==> config.mk <==
export PLATFORM = sky130hd
export DESIGN_NAME = dmem_access_ctrl
export DESIGN_NICKNAME = d
export VERILOG_FILES = /design/src/rtl/dmem_access_ctrl.sv
export SDC_FILE = /design/constraint.sdc
export NUM_CORES = 1
export LEC_CHECK = 0
export BUFFER_PORTS_ARGS = -buffer_cell sky130_fd_sc_hd__buf_2
export CAP_MARGIN = 40
export CORE_MARGIN = 4
export CORE_UTILIZATION = 39
export CTS_CLUSTER_SIZE = 30
export DETAILED_ROUTE_END_ITERATION = 6
export MAX_ROUTING_LAYER = met4
export PLACE_DENSITY = 0.77
export SYNTH_ARGS = -nofsm -noshare
export SYNTH_HDL_FRONTEND = slang
export SYNTH_SLANG_ARGS = --single-unit
==> constraint.sdc <==
create_clock -name clk -period 2.55 [get_ports clk]
set_input_delay 0.255 -clock clk [delete_from_list [all_inputs] [get_ports clk]]
set_output_delay 0.255 -clock clk [all_outputs]
set_load 0.02 [all_outputs]
==> src/rtl/dmem_access_ctrl.sv <==
// dmem_access_ctrl: load/store access controller between the execute stage and a handshaked data memory
module dmem_access_ctrl #(
    parameter int TIMEOUT = 16
) (
    input  logic        clk,
    input  logic        rst_n,
    input  logic        ex_valid,
    input  logic        flush,
    input  logic        Dmem_rd_en,
    input  logic        Dmem_wr_en,
    input  logic [1:0]  MemWrite,
    input  logic [2:0]  MemRead,
    input  logic [31:0] addr,
    input  logic [31:0] wdata,
    output logic        mem_req,
    output logic        mem_we,
    output logic [31:0] mem_addr,
    output logic [3:0]  mem_be,
    output logic [31:0] mem_wdata,
    input  logic        mem_ack,
    input  logic [31:0] mem_rdata,
    output logic        stall,
    output logic        rdata_valid,
    output logic [31:0] rdata,
    output logic        access_err,
    output logic        bus_err
);
    typedef enum logic [1:0] {IDLE, BUSY, DONE, ERR} state_t;

    state_t      state, state_nxt;
    logic        req, illegal, accept, timeout;
    logic        is_byte, is_half, is_word;
    logic        flush_q, bus_q, load_q;
    logic [1:0]  off_q;
    logic [2:0]  type_q;
    logic [4:0]  cnt;
    logic [3:0]  be_nxt;
    logic [31:0] wdata_nxt, cap_q, ext;
    logic [7:0]  sel_b;
    logic [15:0] sel_h;

    // Decode the incoming request: access width, legality, lane enables and replicated store data
    always_comb begin
        req       = ex_valid & ~flush & (Dmem_rd_en | Dmem_wr_en);
        is_byte   = Dmem_rd_en ? (MemRead == 3'b001 || MemRead == 3'b011) : (MemWrite == 2'b01);
        is_half   = Dmem_rd_en ? (MemRead == 3'b010 || MemRead == 3'b100) : (MemWrite == 2'b10);
        is_word   = Dmem_rd_en ? (MemRead == 3'b000) : (MemWrite == 2'b11);
        illegal   = (Dmem_rd_en & Dmem_wr_en) | ~(is_byte | is_half | is_word)
                  | (is_half & addr[0]) | (is_word & (addr[1:0] != 2'b00));
        accept    = (state == IDLE) & req & ~illegal;
        timeout   = cnt == 5'(TIMEOUT - 1);
        be_nxt    = is_byte ? 4'b0001 << addr[1:0] : is_half ? (addr[1] ? 4'b1100 : 4'b0011) : 4'b1111;
        wdata_nxt = is_byte ? {4{wdata[7:0]}} : is_half ? {2{wdata[15:0]}} : wdata;
    end

    // State register
    always_ff @(posedge clk) begin
        if (!rst_n) state <= IDLE;
        else        state <= state_nxt;
    end

    // Next-state: accept only from IDLE, ack beats timeout in BUSY, DONE/ERR last one cycle
    always_comb begin
        state_nxt = IDLE;
        case (state)
            IDLE:    state_nxt = req ? (illegal ? ERR : BUSY) : IDLE;
            BUSY:    state_nxt = mem_ack ? DONE : (timeout ? ERR : BUSY);
            default: state_nxt = IDLE;
        endcase
    end

    // Bus request registers: loaded on acceptance, held through BUSY, request dropped on ack or timeout
    always_ff @(posedge clk) begin
        if (!rst_n) begin
            mem_req   <= 1'b0;
            mem_we    <= 1'b0;
            mem_addr  <= '0;
            mem_be    <= '0;
            mem_wdata <= '0;
        end else if (accept) begin
            mem_req   <= 1'b1;
            mem_we    <= Dmem_wr_en;
            mem_addr  <= {addr[31:2], 2'b00};
            mem_be    <= be_nxt;
            mem_wdata <= wdata_nxt;
        end else if (state == BUSY && (mem_ack || timeout)) begin
            mem_req   <= 1'b0;
            mem_we    <= 1'b0;
        end
    end

    // Transaction bookkeeping: wait counter, read-word capture, flush latch and error cause
    always_ff @(posedge clk) begin
        if (!rst_n) begin
            cnt     <= '0;
            cap_q   <= '0;
            flush_q <= 1'b0;
            bus_q   <= 1'b0;
            load_q  <= 1'b0;
            type_q  <= '0;
            off_q   <= '0;
        end else begin
            bus_q   <= (state == BUSY) && !mem_ack && timeout;
            flush_q <= (state_nxt == IDLE) ? 1'b0 : flush_q | ((state == BUSY) & flush);
            if (accept) begin
                cnt    <= '0;
                load_q <= Dmem_rd_en;
                type_q <= MemRead;
                off_q  <= addr[1:0];
            end else if (state == BUSY) begin
                if (mem_ack) cap_q <= mem_rdata;
                else         cnt   <= cnt + 5'd1;
            end
        end
    end

    // Pick the addressed byte/half out of the captured word and extend it
    always_comb begin
        sel_b = cap_q[{off_q, 3'b000} +: 8];
        sel_h = off_q[1] ? cap_q[31:16] : cap_q[15:0];
        case (type_q)
            3'b001:  ext = {{24{sel_b[7]}}, sel_b};
            3'b011:  ext = {24'b0, sel_b};
            3'b010:  ext = {{16{sel_h[15]}}, sel_h};
            3'b100:  ext = {16'b0, sel_h};
            default: ext = cap_q;
        endcase
    end

    // Pipeline-facing outputs derived from state and latched transaction info
    always_comb begin
        stall       = ((state == IDLE) & req) | (state == BUSY);
        rdata_valid = (state == DONE) & load_q & ~flush_q;
        rdata       = ((state == DONE) & load_q) ? ext : 32'b0;
        access_err  = (state == ERR) & ~bus_q;
        bus_err     = (state == ERR) & bus_q;
    end
endmodule

## Word level (Yosys, flattened, before mapping)

Cells that the tools add are included.

- Flip-flop bits (word level): 115
- Bits in latches: 0
- RAM bits: 0
- Bits in read-only memories: 0
- Word-level logic and storage cells: 94
- Memories kept: 0

- Add/sub/neg operators: 1
- Multiply operators: 0
- Divide/modulo/power cells: 0
- Magnitude comparators: 0
- Equality and inequality tests: 15
- Shift-type cells: 2
- Muxes and demuxes: 19
- Bitwise gates (word level): 28
- Reduce and logical (&&, ||, !) cells: 16

Operators by type and width:

| cell | number |
|---|---|
| 32-bit one-hot mux with 4 select lines | 1 |
| 32-bit 2-to-1 mux | 3 |
| 32-bit by 6-bit variable part select with 8-bit output | 1 |
| 16-bit 2-to-1 mux | 1 |
| 1-bit AND | 12 |
| 3-bit by 2-bit equality test with 1-bit output, second input constant | 4 |
| 4-bit 2-to-1 mux | 3 |
| 2-bit equality test, second input constant | 4 |
| 2-bit 2-to-1 mux | 4 |
| 1-bit inverter | 8 |
| 1-bit bitwise OR | 8 |
| 3-bit by 1-bit equality test with 1-bit output, second input constant | 2 |
| 3-bit equality test, second input constant | 2 |
| 1-bit 2-to-1 mux | 6 |
| 5-bit by 1-bit adder with 5-bit output, second input constant | 1 |
| 5-bit by 4-bit equality test with 1-bit output, second input constant | 1 |
| 2-bit by 1-bit equality test with 1-bit output, second input constant | 2 |
| 2-bit zero test | 2 |
| 2-bit one-hot mux with 2 select lines | 1 |
| 2-bit nonzero test | 2 |
| 2-bit OR reduction | 2 |
| 1-bit by 2-bit << shifter with 4-bit output, first input constant | 1 |
| 1-bit logical AND | 3 |
| 3-bit zero test | 1 |
| 4 further kinds | 6 |

## Logic depth before layout (Yosys ltp)

- Depth in word-level cells: 14
- Mapped depth: 8

## Worst setup path before layout

No wires, ideal clock.

- Path type: reg-to-output
- From: register off_q[0]
- To: output rdata[21]
- Data arrival time: 1.671 ns
- Required time: 2.295 ns
- Path slack: 0.624 ns
- Stages on the path, launching flop included: 7
- Path buffers: 1
- Cell sequence: dfxtp_1 mux4_2 a21boi_0 a21oi_1 o21a_1 buf_2 o21a_1

- Word-level cells in the longest chain between the ends: 3

RTL lines:

| item | line | RTL |
|---|---|---|
| start: declaration | 34 | `logic [1:0] off_q;` |
| start signal: assignment | 109 | `off_q <= addr[1:0];` |
| 32-bit by 6-bit variable part select with 8-bit output | 119 | `sel_b = cap_q[{off_q, 3'b000} +: 8];` |
| 32-bit one-hot mux with 4 select lines | 121 | `case (type_q)` |
| 32-bit 2-to-1 mux | 134 | `rdata = ((state == DONE) & load_q) ? ext : 32'b0;` |
| end: declaration | 24 | `output logic [31:0] rdata,` |

No other way between the ends.

## Worst setup path in the final report

- From: register off_q[0]
- To: output rdata[8]

Same word-level chain as after synthesis.

==> reports/qor_table.md <==
| Stage | Parameter | Value |
| --- | --- | --- |
| status | Run status | completed |
| synthesis | Synth Area in XOR/XNOR | 0.0111 |
| cells and area | Net total in the final layout | 979 |
| timing | Final worst path period need | 2.46 ns |
| placed design | Cells after DPL | 1,030 |
| timing | Setup ws final | 0.0870 ns |
| timing | Period utilisation layout | 0.966 |
| grt | Pin count of the biggest net entering global routing | 101 |
| cts | Clk Tree Root Cell | sky130_fd_sc_hd__clkbuf_16 |
| timing | Worst-case headroom to the max-slew limit | 0.491 |
| placed design | Worst slack, placed | 0.383 ns |
| timing | Final worst clock skew | 0.00749 ns |
| synthesis | Number of enable-type register cells in the synthesized netlist | 0 |
| synthesis | Area contributors post-synth | sky130_fd_sc_hd__dfxtp_1 42%, sky130_fd_sc_hd__a21oi_1 10%, sky130_fd_sc_hd__mux2i_1 6.0% |
| cts | CTS Hold Buffers Added | 0 |
| cts | CTS tree | built |
| cts | Number of levels in the clock H-tree | 4 |
| worst setup path | Largest fanout of any net on the critical path | 8 |
| synthesis | Top flip-flop cell by instance count after synthesis | sky130_fd_sc_hd__dfxtp_1 |
| synthesis | Netlist Area Pre-Place | 5510 sq um |
| cts | CTS clk-pin slew, worst paths | 0.05 ns |
| timing | Fin. Hold Viols | 0 |
| detailed routing | Number of DRC markers in iteration 0 | 537 |
| cts | CTS max path bufs | 2 |
| power and ir drop | Cell internal power dissipation | 3430 uW |
| floorplan | Initial core utilization | 0.397 |
| worst setup path | Crit-path slowest cell | sky130_fd_sc_hd__mux4_2 |
| floorplan | Total die area | 16,100 sq um |
| timing | Achievable Freq | 406 MHz |
| synthesis | Share of flip-flops with an asynchronous set or reset | 0 |
| timing | Max-slew violation count | 0 |
| synthesis | Share of cell area taken by muxes after synthesis | 0.0640 |
| worst setup path | Required time at the endpoint of the critical path | 2.30 ns |
| flow run | # Max-Cap Violations | 0 |
| detailed routing | Mean number of vias per cell | 5.47 |
| synthesis | Instance count of the mapped netlist | 681 |
| synthesis | Post-synthesis share of cell area spent on full adders, half adders and majority gates | 0.00636 |
| worst setup path | List of cells traversed by the critical path | mux4_2, nand2b_1, a21oi_1, nor2_2, o221a_2, buf_2 |
| worst setup path | Worst reg2reg startpoint | state[1]$_SDFF_PN0_ |
| power and ir drop | Total power per unit cell area | 634 nW/um^2 |
| synthesis | Dominant cell type by area after synthesis | sky130_fd_sc_hd__dfxtp_1 |
| power and ir drop | Switching Power | 1180 uW |
| cts | Cts bufs inserted | 17 |
| grt | Vias in the first global route | 5,370 |
| placed design | Post-DP HPWL | 12,000 um |
| worst setup path | Kind of end point of the critical path | output port |
| floorplan | I/O pins | 214 |
| floorplan | Rows | 43 |
| detailed routing | Final antenna-violating net count | 0 |
| floorplan | Placeable Area | 13,900 sq um |
| detailed routing | Routed WL per cell | 16.4 um |
| worst hold path | Launch instance of the worst min-delay path | mem_rdata[20] |
| power and ir drop | Register share of total power | 0.409 |
| synthesis | Synth cell types | 47 |
| cells and area | Ratio of cells with drive above 1 in the final layout | 0.331 |
| timing | Setup TNS after final layout | 0 ns |
| cts | Sink count of the clock tree | 115 |
| worst setup path | Classification of the worst setup path | reg2out |
| timing | Setup repair after global routing missed its margin | no |
| worst hold path | Type of the most critical hold path | in2reg |
| worst setup path | Delay of the slowest critical-path stage | 0.54 ns |
| floorplan | Horizontal extent of the die | 127 um |
| worst setup path | WP data arrival | 2.21 ns |
| synthesis | Part of the Yosys area used for sequential elements | 0.418 |
| grt | Global-route wire length before repair | 27,100 um |
| detailed routing | Via total after detailed routing | 5,810 |
| synthesis | Synth Warn # | 0 |
| synthesis | Compound-gate portion of the synthesized area | 0.277 |
| power and ir drop | Net Sw Frac | 0.256 |
| detailed routing | First drt pass iteration count | 5 |
| timing | Final setup violation count | 0 |
| power and ir drop | Static leakage | 0.00322 uW |
| synthesis | Count of state elements after synthesis | 115 |
| synthesis | Fraction of synthesized cell area taken by the top area cell type | 0.418 |
| power and ir drop | Combinational power share | 0.125 |
| worst setup path | Kind of launch point of the worst setup path | flip-flop |
| floorplan | Die Ht | 127 um |
| timing | Transition time at the pin with the least slew margin | 0.761 ns |
| detailed routing | Detailed Route WL | 17,400 um |
| cells and area | Fin cells | 1,062 |
| detailed routing | Remaining DRCs | 0 |
| cts | Clock latency on the worst-skew pair | 0.40 ns |
| synthesis | Avg Synthesized Cell Area | 8.09 sq um |
| placed design | RePlAce Congestion | 0.891 |
| cells and area | Area added between synthesis and finish | 31.8% |
| worst setup path | Launching element of the worst setup path | off_q[0]$_SDFFE_PN0P_ |
| placed design | Count of port buffers added during placement | 211 |
| synthesis | Synth Area in Simple Gates | 0.165 |
| synthesis | Combinational family with the most area after synthesis | compound AO/OA/AOI/OAI gates |
| grt | Overall fraction of global-route tracks in use | 0.213 |
| power and ir drop | Max IR drop VDD | 0.433 mV |
| power and ir drop | Clock group share of total power | 0.466 |
| grt | GR Overflow Total | 0 |
| grt | Antenna violations before repair | 1 |
[layout by cell type (no fill, tap or decap), drive strengths merged, types with 15 or more instances in the layout]
master and n:
a211oi 23, a21oi 112, buf 232, clkbuf 26
dfxtp 115, mux2i 33, nand2 83, nand3 46
nor2 41, o21a 18, o21ai 57, o221a 15
[worst max-delay path: cells and delay by family, from the launching register on]
| kind | cells | cell delay [ns] |
|---|---|---|
| AOI/OAI and AO/OA | 2 | 0.46 |
| buffers and inverters | 1 | 0.16 |
| and+or+nand+nor | 2 | 0.28 |
| DFF | 1 | 0.36 |
| muxes | 1 | 0.54 |
[synth_stat cells, drive strengths merged (3+ instances only)]
| master | n |
|---|---|
| o22ai | 7 |
| a211oi | 23 |
| buf | 26 |
| a21oi | 112 |
| nor2b | 5 |
| o221a | 15 |
| nor2 | 41 |
| nor3 | 8 |
| xor2 | 4 |
| o21a | 18 |
| and2 | 3 |
| xnor2 | 3 |
| and3 | 4 |
| or2 | 4 |
| inv | 6 |
| o21ai | 57 |
| a32o | 8 |
| dfxtp | 115 |
| nand2 | 83 |
| mux2i | 33 |
| nand3 | 46 |
| clkbuf | 38 |
[per-layer routing]
| layer | GRT usage | part of all wire | wire, um | vias up |
|---|---|---|---|---|
| met5 | - | 0 | 0 | - |
| met4 | 0.0568 | 0.017 | 304 | 0 |
| met3 | 0.0556 | 0.086 | 1490 | 20 |
| met2 | 0.337 | 0.47 | 8270 | 265 |
| met1 | 0.272 | 0.42 | 7360 | 2706 |
| li1 | - | - | - | 2819 |
[through the flow]
step / power [uW] / util / hold slack [ns] / cell area [sq um]
2_1_floorplan: 2260 / - / 0.391 / 5510
3_3_place_gp: 2480 / 0.483 / 0.442 / 6710
3_5_place_dp: 2490 / 0.484 / 0.448 / 6720
4_1_cts: 4640 / 0.523 / 0.0807 / 7260
5_1_grt: 4780 / 0.523 / 0.0838 / 7260
6_report: 4600 / 0.523 / 0.0900 / 7260
[cell type report]
type                       instances  area (sq um)
antenna                            1          2.50
clock buffer                      26           509
clock inverter                     5          25.0
fill                            1344          6620
inverter                           6          23.8
multi-input combinational        497          2920
sequential                       115          2300
tap                              180           225
timing repair buffer             232          1250
[sequential cells by signal, summed over array words and instances (netlist names)]
signal,count
mem_addr,30
state,2
load_q,1
flush_q,1
cnt,5
mem_req,1
off_q,2
cap_q,32
type_q,3
mem_wdata,32
mem_be,4
mem_we,1
bus_q,1
[power groups by stage]
stage / clock network, uW / registers, uW / logic [uW]
after floorplan: 0 / 1960 / 307
after global placement: 0 / 1920 / 561
after detailed placement: 0 / 1920 / 570
after CTS: 2190 / 1880 / 573
after global routing: 2270 / 1890 / 628
final: 2150 / 1880 / 575
[kinds of logic (layout without fill, tap and decap cells)]
group           Yosys count  in the layout
compound gates          249            249
simple gates            202            202
flops                   115            115
buf+inv                  70            269
mux                      34             34
xor+xnor                  7              7
fa+ha+maj                 3              3
other cells               1              3
[path summary, 6_finish.rpt]
kind / end / slack [ns] / cells past startpoint
min reg2reg: flush_q$_SDFF_PP0_ / 0.45 / 2
max: rdata[8] / 0.09 / 6
max reg2reg: mem_wdata[9]$_SDFFE_PN0P_ / 0.41 / 6
min: cap_q[20]$_SDFFE_PN0P_ / 0.09 / 3
[repair_timing]
item,in CTS,in global routing
setup buffers,0,0
cloned,0,0
pin swaps,0,0
gates resized for setup,1,3
endpoints found under the setup margin,16,24
No activity file was read; power rests on OpenSTA's default activity.
